===== config.mk =====
export PLATFORM = sky130hd
export DESIGN_NAME = imem_loader_flat
export DESIGN_NICKNAME = d
export VERILOG_FILES = /design/src/rtl/imem_loader_if.sv /design/src/rtl/imem_loader.sv /design/src/flat_wrapper.sv
export SDC_FILE = /design/constraint.sdc
export NUM_CORES = 1
export LEC_CHECK = 0
export CORE_MARGIN = 3
export CORE_UTILIZATION = 42
export DETAILED_ROUTE_END_ITERATION = 7
export PLACE_DENSITY = 0.77
export SYNTH_ARGS = -nofsm -noshare
export SYNTH_HDL_FRONTEND = slang
export SYNTH_SLANG_ARGS = --single-unit

===== constraint.sdc =====
create_clock -name clk -period 1.7 [get_ports clk]
set_input_delay 0.255 -clock clk [delete_from_list [all_inputs] [get_ports clk]]
set_output_delay 0.255 -clock clk [all_outputs]
set_load 0.05 [all_outputs]

===== src/rtl/imem_loader_if.sv =====
// Host byte stream (valid/ready) and instruction-memory write port of imem_loader.
interface imem_loader_if;
  logic        in_valid;
  logic [7:0]  in_data;
  logic        in_ready;
  logic        wr_en;
  logic [31:0] wr_addr;
  logic [31:0] wr_data;

  modport master (
    input  in_valid, in_data,
    output in_ready, wr_en, wr_addr, wr_data
  );

  modport slave (
    output in_valid, in_data,
    input  in_ready, wr_en, wr_addr, wr_data
  );
endinterface


===== src/rtl/imem_loader.sv =====
// Boot-time instruction memory loader: big-endian byte stream -> word writes, zero fill after program.
// Optional trailing XOR checksum byte enabled by defining IMEM_LOADER_CHECKSUM_EN.
module imem_loader #(
  parameter int unsigned DEPTH = 128,
  parameter int unsigned AW    = 7
) (
  input  logic          clk,
  input  logic          reset,
  input  logic          start,
  input  logic [AW:0]   load_len,
  imem_loader_if.master bus,
  output logic          cpu_hold,
  output logic          done,
  output logic          error
);

  typedef enum logic [2:0] {
    S_IDLE,
    S_RECV,
    S_WRITE,
    S_FILL,
`ifdef IMEM_LOADER_CHECKSUM_EN
    S_CHECK,
`endif
    S_DONE
  } state_t;

  localparam logic [AW:0] DEPTH_W  = (AW+1)'(DEPTH);
  localparam logic [AW:0] LAST_IDX = (AW+1)'(DEPTH - 1);
  localparam logic [AW:0] ONE      = (AW+1)'(1);

  state_t      state_q, state_d;
  logic [AW:0] len_q, len_d;
  logic [AW:0] idx_q, idx_d;
  logic [1:0]  cnt_q, cnt_d;
  logic [31:0] word_q, word_d;
  logic [AW:0] len_clamp;
  state_t      after_data;

`ifdef IMEM_LOADER_CHECKSUM_EN
  logic [7:0]  csum_q, csum_d;
  logic        err_q, err_d;
`endif

  always_ff @(posedge clk) begin
    if (reset) begin
      state_q <= S_IDLE;
      len_q   <= '0;
      idx_q   <= '0;
      cnt_q   <= '0;
      word_q  <= '0;
`ifdef IMEM_LOADER_CHECKSUM_EN
      csum_q  <= '0;
      err_q   <= 1'b0;
`endif
    end else begin
      state_q <= state_d;
      len_q   <= len_d;
      idx_q   <= idx_d;
      cnt_q   <= cnt_d;
      word_q  <= word_d;
`ifdef IMEM_LOADER_CHECKSUM_EN
      csum_q  <= csum_d;
      err_q   <= err_d;
`endif
    end
  end

  assign len_clamp = (load_len > DEPTH_W) ? DEPTH_W : load_len;

  // Destination once the last program word is written; a full-depth load has nothing to fill.
`ifdef IMEM_LOADER_CHECKSUM_EN
  assign after_data = S_CHECK;
`else
  assign after_data = (len_q == DEPTH_W) ? S_DONE : S_FILL;
`endif

  always_comb begin
    state_d = state_q;
    len_d   = len_q;
    idx_d   = idx_q;
    cnt_d   = cnt_q;
    word_d  = word_q;
`ifdef IMEM_LOADER_CHECKSUM_EN
    csum_d  = csum_q;
    err_d   = err_q;
`endif
    unique case (state_q)
      S_IDLE, S_DONE: begin
        if (start) begin
          len_d   = len_clamp;
          idx_d   = '0;
          cnt_d   = '0;
`ifdef IMEM_LOADER_CHECKSUM_EN
          csum_d  = '0;
          err_d   = 1'b0;
`endif
          state_d = (len_clamp != '0) ? S_RECV : S_FILL;
        end
      end
      S_RECV: begin
        if (bus.in_valid) begin
          word_d = {word_q[23:0], bus.in_data};
          cnt_d  = cnt_q + 2'd1;
`ifdef IMEM_LOADER_CHECKSUM_EN
          csum_d = csum_q ^ bus.in_data;
`endif
          if (cnt_q == 2'd3) state_d = S_WRITE;
        end
      end
      S_WRITE: begin
        idx_d   = idx_q + ONE;
        state_d = (idx_q == len_q - ONE) ? after_data : S_RECV;
      end
      S_FILL: begin
        idx_d = idx_q + ONE;
        if (idx_q == LAST_IDX) state_d = S_DONE;
      end
`ifdef IMEM_LOADER_CHECKSUM_EN
      S_CHECK: begin
        if (bus.in_valid) begin
          if (bus.in_data != csum_q) begin
            err_d   = 1'b1;
            state_d = S_DONE;
          end else begin
            state_d = (len_q == DEPTH_W) ? S_DONE : S_FILL;
          end
        end
      end
`endif
      default: state_d = S_IDLE;
    endcase
  end

`ifdef IMEM_LOADER_CHECKSUM_EN
  assign bus.in_ready = (state_q == S_RECV) || (state_q == S_CHECK);
  assign error        = err_q;
`else
  assign bus.in_ready = (state_q == S_RECV);
  assign error        = 1'b0;
`endif
  assign bus.wr_en   = (state_q == S_WRITE) || (state_q == S_FILL);
  assign bus.wr_addr = 32'(idx_q) << 2;
  assign bus.wr_data = (state_q == S_WRITE) ? word_q : '0;
  assign cpu_hold    = (state_q != S_IDLE) && (state_q != S_DONE);
  assign done        = (state_q == S_DONE);

endmodule


===== src/flat_wrapper.sv =====
// flat-port wrapper written by rule: the top's interface ports become plain ports
module imem_loader_flat 
#(
  parameter int unsigned DEPTH = 128,
  parameter int unsigned AW    = 7
)
  (clk, reset, start, load_len, cpu_hold, done, error, bus_in_valid, bus_in_data, bus_in_ready, bus_wr_en, bus_wr_addr, bus_wr_data);
  imem_loader_if bus_i ();
  input  logic clk;
  input  logic reset;
  input  logic start;
  input  logic [AW:0] load_len;
  output logic cpu_hold;
  output logic done;
  output logic error;
  input wire logic [$bits(bus_i.in_valid)-1:0] bus_in_valid;
  input wire logic [$bits(bus_i.in_data)-1:0] bus_in_data;
  output wire logic [$bits(bus_i.in_ready)-1:0] bus_in_ready;
  output wire logic [$bits(bus_i.wr_en)-1:0] bus_wr_en;
  output wire logic [$bits(bus_i.wr_addr)-1:0] bus_wr_addr;
  output wire logic [$bits(bus_i.wr_data)-1:0] bus_wr_data;
  assign bus_i.in_valid = bus_in_valid;
  assign bus_i.in_data = bus_in_data;
  assign bus_in_ready = bus_i.in_ready;
  assign bus_wr_en = bus_i.wr_en;
  assign bus_wr_addr = bus_i.wr_addr;
  assign bus_wr_data = bus_i.wr_data;
  imem_loader #(.DEPTH(DEPTH), .AW(AW)) u_core (.clk(clk), .reset(reset), .start(start), .load_len(load_len), .bus(bus_i), .cpu_hold(cpu_hold), .done(done), .error(error));
endmodule

==> Word-level counts from Yosys, hierarchy flattened <==
Index checks and enable logic that the tools add are counted.
{ "op_classes": {"n_addsub": 3, "mul": 0, "n_div": 0, "n_lt_le_gt_ge": 1, "eq_ne": 13, "shift": 0, "mux": 15, "n_bitwise": 0, "reduce_logical": 14} }
{ "ops": {"columns": ["operator", "count"], "rows": [
  ["$mux 32", 1],
  ["$mux 3", 6],
  ["$mux 8", 2],
  ["$pmux 8 s2", 1],
  ["$pmux 3 s4", 1],
  ["$add 8x1->8 const B", 1],
  ["$eq 8x7->1 const B", 1],
  ["$eq 8x8->1", 1],
  ["$eq 8x8->1 const B", 1],
  ["$gt 8x8->1 const B", 1],
  ["$reduce_bool 8->1", 1],
  ["$sub 8x1->8 const B", 1],
  ["$eq 3x2->1 const B", 2],
  ["$mux 2", 3],
  ["$reduce_and 2->1", 3],
  ["$ne 2x1->1 const B", 2],
  ["$ne 2x2->1 const B", 2],
  ["$pmux 2 s2", 1],
  ["$reduce_and 4->1", 1],
  ["$reduce_bool 2->1", 2],
  ["$reduce_or 2->1", 2],
  ["$eq 3x1->1 const B", 1],
  ["$eq 3x3->1 const B", 1],
  ["$logic_not 3->1", 1],
  ["other kinds (7)", 7]
]} }
{ "totals": {"reg_bits": 53, "latch_bits": 0, "ram_bits": 0, "romBits": 0, "inputBits": 20, "output_inout_bits": 69, "wordCells": 51, "mem_count": 0} }

==> Longest topological paths before layout <==
{ "depth": {"depth_word": 6, "mapped_depth": 8, "ltp_nobuf": 7} }

==> Worst setup path after synthesis <==
OpenSTA, ideal clock, no wires.
{ "synth_timing": {"path_type": "register -> register", "from": "reg u_core.idx_q[0]", "to": "reg u_core.state_q[0]", "arrival_ps": 1979, "required_ps": 1583, "path_slack_ps": -397, "path_stages_with_launch": 6, "path_buffers": 0, "synth_period_minus_slack_ps": 2097, "path_cell_list": "dfxtp_1 -> ha_1 -> nand3_1 -> o41ai_1 -> o22ai_1 -> a22o_2"} }
{ "synth_between": {"elab_chain_len": 3} }
{ "synth_rtl": {"columns": ["element", "line", "text"], "rows": [
  ["from (decl)", "imem_loader.sv:34", "logic [AW:0] idx_q, idx_d;"],
  ["from (signal assigned)", "imem_loader.sv:59", "idx_q <= idx_d;"],
  ["$eq 8x8->1 or $eq 8x7->1 (tied branches)", "imem_loader.sv:113, imem_loader.sv:117", null],
  ["$mux 3 or $ne 2x1->1 (tied branches)", null, null],
  ["$pmux 3 s4 or $reduce_and 4->1 (tied branches)", null, null],
  ["to (signal assigned)", "imem_loader.sv:57", "state_q <= state_d;"],
  ["to (decl)", "imem_loader.sv:32", "state_t state_q, state_d;"]
]} }
Parallel ways exist; a longest one is shown, timed or not.
A chain may end at the register's enable or synchronous reset.

==> Final worst setup path <==
{ "layout_timing": {"from": "reg u_core.len_q[1]", "to": "reg u_core.state_q[0]"} }
{ "layout_between": {"elab_chain_len": 4} }
{ "layout_rtl": {"columns": ["element", "line", "text"], "rows": [
  ["from (decl)", "imem_loader.sv:33", "logic [AW:0] len_q, len_d;"],
  ["from (signal assigned)", "imem_loader.sv:58", "len_q <= len_d;"],
  ["$sub 8x1->8 or $eq 8x8->1 (tied branches)", "imem_loader.sv:113, imem_loader.sv:75", null],
  ["$eq 8x8->1 or $mux 3 (tied branches)", "imem_loader.sv:113, imem_loader.sv:75", null],
  ["$mux 3 *", "imem_loader.sv:113", "state_d = (idx_q == len_q - ONE) ? after_data : S_RECV;"],
  ["$pmux 3 s4 *", "imem_loader.sv:88", "unique case (state_q)"]
]} }
Mark *: on every way between the ends. The rest lies on a longest branch, timed or not.

==> key figures <==
Worst hold path
  • HP Class: input port to flip-flop
  • WHS Endpoint: u_core.word_q[29]$_SDFFE_PP0P_
  • Hold depth: 2
  • Min-delay src: reset

Power and ir drop
  • Power Density: 690 nW/um^2
  • Sw power: 1.03 mW
  • Tot Pwr: 2.96 mW
  • Seq pwr share: 45.4%
  • Leakage: 1.68 nW
  • Pint: 1.93 mW
  • Logic pwr share: 29.5%
  • VDD IR max: 0.000501 V
  • Sw frac: 34.9%
  • Clock share of power: 25.1%

Layout
  • Final nets: 474
  • Fill cells: 437
  • P&R area growth vs syn: 56.0%
  • Layout Cells excl Fill: 526
  • Layout cell share with drive strength beyond 1: 32.8%
  • Multi-input gate area: 1650 sq um
  • Antenna cells: 0
  • FF+latch area: 1080 sq um
  • Post-layout util: 69.9%

Route
  • Drt wl/cell: 15.0 um
  • TritonRoute pass-1 iters: 4
  • Antenna Nets Post-Route: 0
  • WL final: 7900 um
  • WL met3: 539 um
  • First DRT Iteration DRCs: 231
  • DR vias: 2736
  • Vias per cell: 5.20
  • Met2 WL: 3980 um
  • WL met1: 3270 um
  • Max Used Layer: met4
  • DRC: 0

Synthesis
  • Most common cell in the synthesized netlist: nand2_1
  • Mapped Cells: 366
  • Post-synth EDFFs: 0
  • Synth area leaders: dfxtp_1, nand2_1, a21oi_1
  • Post-synth ARST share: 0%
  • #FFs+latches synth: 53
  • Top_reg_cell synth: dfxtp_1
  • Syn_area_per_cell: 7.51 sq um
  • Synth cell count leaders: nand2_1, dfxtp_1, a21oi_1
  • Synth area leader: dfxtp_1
  • Synth warnings: 0
  • Yosys top cell area share: 38.6%
  • Synth Cell Area: 2750 sq um
  • Post-synthesis cell type count: 41
  • Sequential element share of the synthesized area: 38.6%

Die
  • Core area: 6130 sq um
  • Core Rows: 28
  • Die Area: 7550 sq um
  • Initial Util: 44.8%
  • Io pins: 89
  • Die width: 86.9 um
  • Die height: 86.9 um

Setup path
  • CP max FO: 4
  • Reg2reg path depth: 5
  • R2r endpoint: u_core.state_q[0]$_SDFFE_PP0P_
  • WP data arrival: 1990 ps
  • Required time worst endpoint: 1910 ps
  • Worst Setup End Kind: flip-flop
  • Flop2flop setup slack: -80 ps
  • Startpoint types: flip-flop
  • Critical path type: flip-flop to flip-flop
  • FF-to-FF Start: u_core.len_q[1]$_SDFFE_PP0P_

Placement
  • DP Worst Slack: -138 ps
  • Post-DP HPWL: 5270 um
  • DP Cell Count: 508
  • I/O Buffers: 63
  • Gp weighted congestion: 0.879

Run status
  • Failing checks: negative setup slack
  • Outcome: complete, but fails checks

Timing
  • Final Setup Violations: 34
  • Fmax: 562 MHz
  • Pins Over Slew Limit: 0
  • RSZ-0062 raised after global routing: yes
  • Fin. Hold Viols: 0
  • Fin worst setup slack: -78.0 ps
  • Actual slew at the worst max-slew pin: 586 ps
  • Crit share post-route: 105%
  • TNS Setup: -1080 ps
  • Tmin final: 1780 ps
  • Relative slew slack: 61.0%
  • Worst Skew: 9.20 ps

GRT
  • Initial antenna violation count: 0
  • Vias in the first global route: 2541
  • Largest net degree at the start of global routing: 35
  • Grt total ovfl: 0
  • Overall Global Routing Usage: 20.7%
  • First-pass GRT wire length: 12400 um

CTS
  • CTS sink cnt: 53
  • Root buf cell: clkbuf_8
  • Cts bufs inserted: 5
  • Clock network latency to the later pin of the worst-skew pair: 320 ps
  • CTS Hold Bufs: 0
  • CTS tree: yes
  • Total number of H-tree levels: 2
  • Clock tree buffer depth: 2
  • Worst-path clk slew: 110 ps

Job
  • Max-cap violations: 0
[worst max-delay path, cell delays in order, from the launching register on]
cell      delay, ps
dfxtp_4         380
or4_4           530
o21ai_1         140
o2111a_1        230
nand4_1         140
a22o_2          260
[per-stage QoR]
step	hold slack (ps)	cell area (sq um)
global placement	439	3910
finish	438	4290
CTS	433	4230
detailed placement	446	3910
global route	455	4290
floorplan	391	2900
[flip-flops by register name (all words and copies together) (netlist names)]
| name | cells |
|---|---|
| u_core.cnt_q | 2 |
| u_core.len_q | 8 |
| u_core.word_q | 32 |
| u_core.state_q | 3 |
| u_core.idx_q | 8 |
[what timing repair did]
item | CTS | global route
pin swaps | 20 | 12
setup buffers | 5 | 2
setup endpoints to repair | 35 | 35
resized for setup | 54 | 9
gates cloned | 3 | 0
[routing by layer]
layer | vias up | GRT usage (%)
li1 | 1339 | -
met1 | 1285 | 26.8
met2 | 101 | 35.6
met3 | 11 | 3.31
met4 | 0 | 5.67
met5 | - | 0
[worst max-delay path by stage]
stage                                             from                        endpoint  slack (ps)  depth (start not counted)
after global placement    u_core.len_q[1]$_SDFFE_PP0P_  u_core.state_q[0]$_SDFFE_PP0P_         -70                          7
after CTS                 u_core.len_q[1]$_SDFFE_PP0P_  u_core.state_q[0]$_SDFFE_PP0P_         -70                          8
final                     u_core.len_q[1]$_SDFFE_PP0P_  u_core.state_q[0]$_SDFFE_PP0P_         -80                          5
after detailed placement  u_core.len_q[2]$_SDFFE_PP0P_  u_core.state_q[0]$_SDFFE_PP0P_        -140                          5
after global routing      u_core.len_q[0]$_SDFFE_PP0P_  u_core.state_q[0]$_SDFFE_PP0P_        -170                          5
after floorplan           u_core.idx_q[4]$_SDFFE_PP0P_  u_core.state_q[0]$_SDFFE_PP0P_         -60                          4
[cells by family (layout without fill, tap and decap cells)]
| kind of cell | Yosys count | in the layout | synth area share, % |
|---|---|---|---|
| flip-flops | 53 | 53 | 38.6 |
| AND/OR/NAND/NOR | 176 | 176 | 31.0 |
| buffers and inverters | 53 | 114 | 10.9 |
| adder cells (fa/ha/maj) | 4 | 4 | 1.82 |
| other | 1 | 25 | 0.136 |
| XOR/XNOR | 10 | 10 | 3.19 |
| AO/OA/AOI/OAI | 69 | 69 | 14.3 |
[cells in the final DEF (no fill, tap or decap), types with 2 or more instances in the layout]
cell type,count
buf_12,38
nand2b_1,2
and3_1,2
nand2_1,81
a21oi_1,48
buf_16,3
buf_6,3
and4_1,2
ha_1,3
nor2_4,2
clkbuf_8,5
dfxtp_1,44
xor2_1,2
conb_1,25
dfxtp_2,5
clkdlybuf4s50_1,18
nor4_2,2
nor2_1,16
o21a_1,2
inv_1,4
o21ai_0,5
xnor2_1,7
and2_4,32
nand3_1,10
nor3_1,4
o22ai_1,2
inv_4,3
or4_1,2
nand4_1,4
buf_4,36
and2_1,2
dfxtp_4,4
nand3b_1,8
[power by group through the flow]
| stage | clock network (mW) | logic, mW | registers (mW) |
|---|---|---|---|
| 5_1_grt | 0.796 | 0.928 | 1.35 |
| 2_1_floorplan | 0 | 0.549 | 1.35 |
| 6_report | 0.741 | 0.873 | 1.34 |
| 4_1_cts | 0.741 | 0.843 | 1.34 |
| 3_3_place_gp | 0 | 0.759 | 1.36 |
| 3_5_place_dp | 0 | 0.770 | 1.36 |
[layout make-up]
type	instances	share of cell area, %
clock buffer	5	1.61
clock inverter	3	0.496
inverter	7	0.788
multi-input combinational	284	38.6
sequential	53	25.3
tap	75	2.19
timing repair buffer	99	31.1
Note: power is estimated with default switching activity, not from simulation.
